File: src/rtl/note_scheduler.sv
// Song-run sequencer for the note lane: paces lane steps from the 1 ms tick, walks the
// 1-bit-per-step chart and drives one spawn bit per step through countdown, play and drain.
module note_scheduler #(
  parameter int STEP_MS         = 200,
  parameter int CHART_LEN       = 64,
  parameter int ADDR_W          = 6,
  parameter int COUNTDOWN_STEPS = 4,
  parameter int DRAIN_STEPS     = 8
) (
  input  logic              clk,
  input  logic              rst,
  input  logic              i_tick,
  input  logic              i_start,
  input  logic              i_pause,
  input  logic              i_abort,
  output logic [ADDR_W-1:0] o_chart_addr,
  input  logic              i_chart_data,
  output logic              o_step,
  output logic              o_spawn,
  output logic [ADDR_W-1:0] o_note_idx,
  output logic [2:0]        o_state,
  output logic              o_busy,
  output logic              o_done
);

  typedef enum logic [2:0] {
    S_IDLE      = 3'd0,
    S_COUNTDOWN = 3'd1,
    S_PLAY      = 3'd2,
    S_DRAIN     = 3'd3,
    S_PAUSE     = 3'd4,
    S_DONE      = 3'd5
  } state_t;

  localparam int TCNT_W = $clog2(STEP_MS);
  localparam int SMAX   = (COUNTDOWN_STEPS > DRAIN_STEPS) ? COUNTDOWN_STEPS : DRAIN_STEPS;
  localparam int SCNT_W = (SMAX > 1) ? $clog2(SMAX) : 1;

  localparam logic [TCNT_W-1:0] TCNT_LAST = TCNT_W'(STEP_MS - 1);
  localparam logic [SCNT_W-1:0] CD_LAST   = SCNT_W'(COUNTDOWN_STEPS - 1);
  localparam logic [SCNT_W-1:0] DR_LAST   = SCNT_W'(DRAIN_STEPS - 1);
  localparam logic [ADDR_W-1:0] IDX_LAST  = ADDR_W'(CHART_LEN - 1);

  state_t              state_q, state_d;
  state_t              saved_q, saved_d;
  logic [TCNT_W-1:0]   tcnt_q, tcnt_d;
  logic [SCNT_W-1:0]   scnt_q, scnt_d;
  logic [ADDR_W-1:0]   idx_q, idx_d;
  logic                spawn_q, spawn_d;
  logic                step_q, step_d;
  logic                boundary;

  always_ff @(posedge clk or posedge rst) begin
    if (rst) begin
      state_q <= S_IDLE;
      saved_q <= S_IDLE;
      tcnt_q  <= '0;
      scnt_q  <= '0;
      idx_q   <= '0;
      spawn_q <= 1'b0;
      step_q  <= 1'b0;
    end else begin
      state_q <= state_d;
      saved_q <= saved_d;
      tcnt_q  <= tcnt_d;
      scnt_q  <= scnt_d;
      idx_q   <= idx_d;
      spawn_q <= spawn_d;
      step_q  <= step_d;
    end
  end

  assign boundary = i_tick && (tcnt_q == TCNT_LAST);

  always_comb begin
    state_d = state_q;
    saved_d = saved_q;
    tcnt_d  = tcnt_q;
    scnt_d  = scnt_q;
    idx_d   = idx_q;
    spawn_d = spawn_q;
    step_d  = 1'b0;

    if (i_abort && (state_q != S_IDLE)) begin
      state_d = S_IDLE;
      spawn_d = 1'b0;
      idx_d   = '0;
    end else begin
      case (state_q)
        S_IDLE: begin
          if (i_start && !i_abort) begin
            state_d = S_COUNTDOWN;
            idx_d   = '0;
            scnt_d  = '0;
            tcnt_d  = '0;
          end
        end
        S_COUNTDOWN, S_PLAY, S_DRAIN: begin
          if (i_pause) begin
            // Counters freeze, so a pause landing on a boundary tick defers that step.
            saved_d = state_q;
            state_d = S_PAUSE;
          end else if (i_tick) begin
            tcnt_d = boundary ? '0 : tcnt_q + 1'b1;
            if (boundary) begin
              step_d = 1'b1;
              case (state_q)
                S_COUNTDOWN: begin
                  spawn_d = 1'b0;
                  if (scnt_q == CD_LAST) begin
                    state_d = S_PLAY;
                    scnt_d  = '0;
                  end else begin
                    scnt_d = scnt_q + 1'b1;
                  end
                end
                S_PLAY: begin
                  // Address has been stable for a whole step, so the ROM latency is hidden.
                  spawn_d = i_chart_data;
                  if (idx_q == IDX_LAST) begin
                    state_d = S_DRAIN;
                    scnt_d  = '0;
                  end else begin
                    idx_d = idx_q + 1'b1;
                  end
                end
                default: begin
                  spawn_d = 1'b0;
                  if (scnt_q == DR_LAST) begin
                    state_d = S_DONE;
                    scnt_d  = '0;
                  end else begin
                    scnt_d = scnt_q + 1'b1;
                  end
                end
              endcase
            end
          end
        end
        S_PAUSE: begin
          if (!i_pause) state_d = saved_q;
        end
        S_DONE: begin
          state_d = S_IDLE;
          spawn_d = 1'b0;
        end
        default: begin
          state_d = S_IDLE;
          spawn_d = 1'b0;
          idx_d   = '0;
        end
      endcase
    end
  end

  assign o_chart_addr = idx_q;
  assign o_note_idx   = idx_q;
  assign o_step       = step_q;
  assign o_spawn      = spawn_q;
  assign o_state      = state_q;
  assign o_busy       = (state_q == S_COUNTDOWN) || (state_q == S_PLAY) ||
                        (state_q == S_DRAIN) || (state_q == S_PAUSE);
  assign o_done       = (state_q == S_DONE);

endmodule
File: config.mk
export PLATFORM = sky130hd
export DESIGN_NAME = note_scheduler
export DESIGN_NICKNAME = d
export VERILOG_FILES = /design/src/rtl/note_scheduler.sv
export SDC_FILE = /design/constraint.sdc
export NUM_CORES = 1
export LEC_CHECK = 0
export CORE_MARGIN = 2
export CORE_UTILIZATION = 48
export DETAILED_ROUTE_END_ITERATION = 12
export PLACE_DENSITY = 0.77
export SLEW_MARGIN = 20
export SYNTH_ARGS = -nofsm -noshare
export SYNTH_HDL_FRONTEND = slang
export SYNTH_SLANG_ARGS = --single-unit
File: constraint.sdc
create_clock -name clk -period 4 [get_ports clk]
set_input_delay 0.4 -clock clk [delete_from_list [all_inputs] [get_ports clk]]
set_output_delay 0.4 -clock clk [all_outputs]
set_load 0.01 [all_outputs]
==> flow_metrics.tcl, run 1 <==
set metrics [dict create \
    tritoncts_buffer_count 3 \
    design.die.area_mm2 0.00378 \
    post_synthesis_cell_area_mm2 0.00158 \
    finalHoldWorstSlack_ps 445 \
    effective_utilization_at_floorplan_pct 51.0 \
    synth-edff-count 0 \
    grt_setup_unrepaired "no" \
    clock_latency_ps 320 \
    vias_per_cell 5.79 \
    cts_root_buf "sky130_fd_sc_hd__clkbuf_4" \
    fillCellCount 309 \
    mappedNetlistNets 183 \
    route.antenna.remaining_nets 0 \
    die_width_um 61.4 \
    core_area_mm2 0.00310 \
    via_count 1326 \
    gp_congestion 0.855 \
    critical-path-slowest-cell "sky130_fd_sc_hd__dfrtp_1" \
    postCtsHoldBufs 0 \
    cp_top_family "flip-flops" \
    dr.first_iter.drc_count 49 \
    layout-area-overhead-vs-synth_pct 15.2 \
    final_cell_area_mm2 0.00183 \
    cts_post_setup_buffers_inserted 0 \
    globalRoute.totalOverflow 0 \
    routed_wire_length_per_instance_um 14.1 \
    p_per_area_mw_per_mm2 496 \
    fin_crit_ps 2490 \
    route.final.wire_length_mm 3.24 \
    total_leakage_power_nw 0.736 \
    vdd_ir_drop_max_mv 0.310 \
    synth-warning-count 0 \
    grt_first_pass_wirelength_mm 5.46 \
    layout.area.seq_um2 626 \
    max-cap-violations 0 \
    run_status "finished clean" \
    drc 0 \
    synth-seq-cells 25 \
    dieHeight_um 61.4 \
    setup_viol_count_final 0 \
    tritoncts_num_sinks 25 \
    grt_usage_pct 19.0 \
    ys_types 46 \
    cts_resized 0 \
    cts_tree "yes" \
    final_max_slew_viol_count 0 \
    timing.critical_path.from_type "flip-flop" \
    cells_after_synth 170 \
    path_type_of_the_worst_min_delay_path "in -> async" \
    worst_slew_pin_slew_ps 883 \
    required_ps 3600 \
    placementRows 20 \
    cpPeakStageDelay_ps 610 \
    drt_pre_antenna_iters 5 \
    maxClockFrequency_mhz 402 \
    h-tree-depth 1 \
    grt_max_degree 26 \
    timing.final.crit_share_pct 62.2 \
    layout_common_cells "25 x sky130_fd_sc_hd__clkdlybuf4s50_1, 25 x sky130_fd_sc_hd__dfrtp_1, 13 x sky130_fd_sc_hd__o21ai_0, 13 x sky130_fd_sc_hd__nor2_1, 12 x sky130_fd_sc_hd__nand2_1" \
    synth-seq-area-share_pct 39.5 \
    layout.nets 199 \
    buffer_ports.inserted 25 \
    asyncSetResetFlopFracSynth_pct 100 \
    antennaDiodeCount 0 \
    placedInstanceArea_mm2 0.00180 \
    grt_antenna_before_repair 0 \
    multiInputGateArea_um2 845 \
    fin_setup_tns_ps 0 \
    cts.clk_slew.worst_paths_ps 140 \
    hold_violations 0 \
    finalPower_mw 0.906 \
    critPathCaptureType "output pin" \
    first_global_vias 1299 \
    timing.critical_path.buf_inv 1 \
    cts-root-to-sink-buffers 2 \
    crit_chain "nor2_2, xnor2_1, clkdlybuf4s50_1" \
    critPathMaxFanout 19 \
    critical_path_arrival_ps 2090 \
    boundaryPins 26 \
    syn_avg_cell_area_um2 9.32 \
    detailedPlacementHpwl_mm 2.46 \
    relSlewSlack_pct 40.8 \
    path_class "reg -> out" \
    post_route_cells_drive_above_1_share_pct 9.19 \
    ys.flop_type "sky130_fd_sc_hd__dfrtp_1" \
    finClkSkew_ps 8.59 \
]
-- synthesized netlist by cell type, types with 2 or more instances --
cell type	number	area, µm²
sky130_fd_sc_hd__buf_6	2	22.5
sky130_fd_sc_hd__o21ai_0	13	65.1
sky130_fd_sc_hd__nor3_1	4	20.0
sky130_fd_sc_hd__o21ai_1	3	15.0
sky130_fd_sc_hd__and2_1	3	18.8
sky130_fd_sc_hd__nand2_1	12	45.0
sky130_fd_sc_hd__o211ai_1	3	22.5
sky130_fd_sc_hd__o22ai_1	2	12.5
sky130_fd_sc_hd__xor2_1	3	26.3
sky130_fd_sc_hd__xnor2_1	2	17.5
sky130_fd_sc_hd__nand4b_1	3	26.3
sky130_fd_sc_hd__ha_1	6	75.1
sky130_fd_sc_hd__buf_4	6	45.0
sky130_fd_sc_hd__inv_1	6	22.5
sky130_fd_sc_hd__a211o_1	3	26.3
sky130_fd_sc_hd__nand4_1	2	12.5
sky130_fd_sc_hd__or2_2	3	18.8
sky130_fd_sc_hd__nand2b_1	3	18.8
sky130_fd_sc_hd__o31ai_1	4	30.0
sky130_fd_sc_hd__and3_1	4	25.0
sky130_fd_sc_hd__nor2b_1	5	31.3
sky130_fd_sc_hd__mux2_2	5	56.3
sky130_fd_sc_hd__dfrtp_1	25	626
sky130_fd_sc_hd__nor2_1	13	48.8
sky130_fd_sc_hd__nor3b_1	2	15.0
sky130_fd_sc_hd__nand3_1	6	30.0
sky130_fd_sc_hd__mux2i_1	2	20.0
sky130_fd_sc_hd__a21oi_1	3	15.0
sky130_fd_sc_hd__clkbuf_1	5	18.8
-- cell type report --
class                      count  share of cell area, %
multi-input combinational    125                   46.3
sequential                    25                   34.3
timing repair buffer          25                   13.7
tap                           44                   3.02
clock buffer                   3                   1.23
inverter                       6                   1.23
clock inverter                 1                  0.274
-- routing by layer --
| metal | global-route usage (%) | vias up | part of all wire, % |
|---|---|---|---|
| met3 | 2.52 | 2 | 3.6 |
| li1 | - | 633 | - |
| met4 | 5.78 | 0 | 0.71 |
| met5 | 0 | - | 0 |
| met1 | 22.1 | 655 | 44 |
| met2 | 36.0 | 36 | 51 |
-- final timing paths --
path                             from    endpoint  slack [ps]  cells past startpoint
min                               rst  o_state[0]         440                      2
max                        o_state[1]      o_busy        1510                      3
max in group asynchronous         rst   tcnt_q[2]        3140                      2
min reg2reg                 tcnt_q[7]   tcnt_q[7]         500                      1
min in group clk            tcnt_q[7]   tcnt_q[7]         500                      1
max reg2reg                 tcnt_q[0]  o_state[1]        1630                      6
-- logic make-up (layout without fill, tap and decap cells) --
logic type	count (synthesis)	after routing	share of synthesized area, %
AO/OA/AOI/OAI	39	39	17.0
buffers and inverters	20	35	7.19
adder cells (fa/ha/maj)	6	6	4.74
AND/OR/NAND/NOR	68	68	24.0
multiplexers	7	7	4.82
XOR/XNOR	5	5	2.77
flip-flops	25	25	39.5
-- report_power, final --
part | switching (mW) | internal (mW)
clock | 0.0764 | 0.0374
sequential | 0.0769 | 0.295
combinational | 0.222 | 0.199
-- through the flow --
step	std cells	util (%)	setup slack [ps]
finish	229	58.8	1510
global route	229	58.8	1390
CTS	229	58.8	1520
detailed placement	225	57.9	1380
global placement	225	57.9	1530
floorplan	170	-	2040
-- flip-flops by register name (all words and copies together) (netlist names) --
signal,cells
o_chart_addr,6
o_spawn,1
o_state,3
o_step,1
saved_q,3
scnt_q,3
tcnt_q,8
(Power assumes the default switching activity.)
==> inputs of run 2 (changes only) <==
--- a/config.mk
+++ b/config.mk
@@ -8,7 +8,7 @@
 export CORE_MARGIN = 2
 export CORE_UTILIZATION = 48
 export DETAILED_ROUTE_END_ITERATION = 12
-export PLACE_DENSITY = 0.77
+export PLACE_DENSITY = 0.8
 export SLEW_MARGIN = 20
 export SYNTH_ARGS = -nofsm -noshare
 export SYNTH_HDL_FRONTEND = slang
==> constraint.sdc (replaced) <==
create_clock -name clk -period 2.2 [get_ports clk]
set_input_delay 0.22 -clock clk [delete_from_list [all_inputs] [get_ports clk]]
set_output_delay 0.22 -clock clk [all_outputs]
set_load 0.01 [all_outputs]
==> flow_metrics.tcl, run 2 (synthesis results as in run 1) <==
set metrics [dict create \
    run_status "finished clean" \
    layout-area-overhead-vs-synth_pct 21.2 \
    setup_viol_count_final 0 \
    clkPwrFrac_pct 11.7 \
    grt_setup_unrepaired "no" \
    grt_usage_pct 21.1 \
    route.antenna.remaining_nets 0 \
    relSlewSlack_pct 71.4 \
    share_seq_of_total_power_pct 35.9 \
    gp_congestion 0.883 \
    tritoncts_num_sinks 25 \
    h-tree-depth 1 \
    core_area_mm2 0.00310 \
    detailedPlacementHpwl_mm 2.70 \
    route.final.wire_length_mm 3.59 \
    total_leakage_power_nw 0.794 \
    path_class "reg -> reg" \
    grt_antenna_before_repair 0 \
    grt_first_pass_wirelength_mm 5.96 \
    vdd_ir_drop_max_mv 0.534 \
    via_count 1365 \
    largest_reg_flops 8 \
    die_width_um 61.4 \
    critPathCaptureType "flip-flop" \
    cts.clk_slew.worst_paths_ps 140 \
    drt_pre_antenna_iters 4 \
    finClkSkew_ps 2.55 \
    required_ps 2430 \
    globalRoute.totalOverflow 0 \
    dieHeight_um 61.4 \
    layout_common_cells "25 x sky130_fd_sc_hd__clkdlybuf4s50_1, 24 x sky130_fd_sc_hd__dfrtp_1, 13 x sky130_fd_sc_hd__o21ai_0, 13 x sky130_fd_sc_hd__nor2_1, 12 x sky130_fd_sc_hd__nand2_1" \
    antennaDiodeCount 0 \
    fin_setup_tns_ps 0 \
    largest_register "tcnt_q" \
    cell_internal_pwr_mw 1.05 \
    vias_per_cell 5.69 \
    final_max_slew_viol_count 0 \
    maxClockFrequency_mhz 487 \
    routed_wire_length_per_instance_um 15.0 \
    design.die.area_mm2 0.00378 \
    postCtsHoldBufs 0 \
    clock_latency_ps 320 \
    layout.cells.non_filler 240 \
    buffer_ports.inserted 25 \
    timing.critical_path.from_type "flip-flop" \
    cts_tree "yes" \
    swShare_pct 41.2 \
    cts_root_buf "sky130_fd_sc_hd__clkbuf_4" \
    dr.first_iter.drc_count 69 \
    cts-root-to-sink-buffers 2 \
    finalPower_mw 1.79 \
    path_type_of_the_worst_min_delay_path "in -> async" \
    effective_utilization_at_floorplan_pct 51.0 \
    power.net_switching_mw 0.736 \
    share_of_total_power_in_combinational_logic_pct 52.4 \
    max-cap-violations 0 \
    p_per_area_mw_per_mm2 931 \
    first_global_vias 1325 \
    worst_slew_pin_slew_ps 426 \
    timing.final.crit_share_pct 93.3 \
    grt_max_degree 26 \
    drc 0 \
    hold_violations 0 \
    placementRows 20 \
    boundaryPins 26 \
    final_core_util_pct 61.9 \
    place.detailed.instances 235 \
    fin_crit_ps 2050 \
    critPathMaxFanout 10 \
    critical_path_arrival_ps 2290 \
    most_frequent_standard_cell_in_the_layout_excluding_fill_and_tap_cells "sky130_fd_sc_hd__clkdlybuf4s50_1" \
    tritoncts_buffer_count 3 \
    layout.nets 210 \
    post_route_cells_drive_above_1_share_pct 14.8 \
]
## run 2: changes by cell type in the layout (fill, tap and decap cells not counted), sizes merged
cell	delta
inv	+1
buf	+11
clkbuf	+1
clkinv	-2
## run 2: final cells by class
type	count	area, µm²
clock buffer	4	26.3
inverter	6	22.5
timing repair buffer	36	333
fill	286	1180
tap	44	55.1
sequential	25	627
multi-input combinational	125	856
## run 2: power groups by stage
stage / clock, mW / sequential [mW] / combinational, mW
2_1_floorplan: 0 / 0.605 / 0.645
3_3_place_gp: 0 / 0.635 / 0.857
3_5_place_dp: 0 / 0.641 / 0.916
4_1_cts: 0.213 / 0.631 / 0.924
5_1_grt: 0.235 / 0.652 / 1.04
6_report: 0.209 / 0.641 / 0.937
## run 2: layer usage
metal / wire length, µm / up-vias / global-route usage, %
li1: - / 653 / -
met1: 1570 / 659 / 26.8
met2: 1760 / 47 / 37.2
met3: 216 / 6 / 2.94
met4: 39 / 0 / 6.08
met5: 0 / - / 0
## run 2: worst max-delay path: stages, from the launching register on
cell	delay, ps
sky130_fd_sc_hd__dfrtp_1	570
sky130_fd_sc_hd__or2_2	240
sky130_fd_sc_hd__nand3b_1	170
sky130_fd_sc_hd__a211o_1	330
sky130_fd_sc_hd__or2_0	360
sky130_fd_sc_hd__o31ai_1	290
## run 2: through the flow
stage / area, µm² / setup WS [ps] / hold slack [ps]
after floorplan: 1580 / 238 / 247
after global placement: 1870 / 117 / 470
after detailed placement: 1870 / 18.9 / 472
after CTS: 1900 / 29.5 / 242
after global routing: 1920 / 46.7 / 250
final: 1920 / 147 / 234
## run 2: what timing repair did
action                     4_1_cts  5_1_grt
setup buffers                    0        1
setup endpoints to repair        0        5
gates resized for setup          0        3
## run 2: path summary, 6_finish.rpt
check / slack (ps) / end / from / cells past startpoint
hold / removal: 230 / o_chart_addr[2] / rst / 3
max in group asynchronous: 1690 / o_state[1] / rst / 3
setup / recovery: 150 / tcnt_q[7] / o_state[0] / 5
min in group clk: 490 / o_spawn / i_chart_data / 3
hold reg to reg: 510 / tcnt_q[7] / tcnt_q[7] / 1
setup reg to reg: 150 / tcnt_q[7] / o_state[0] / 5
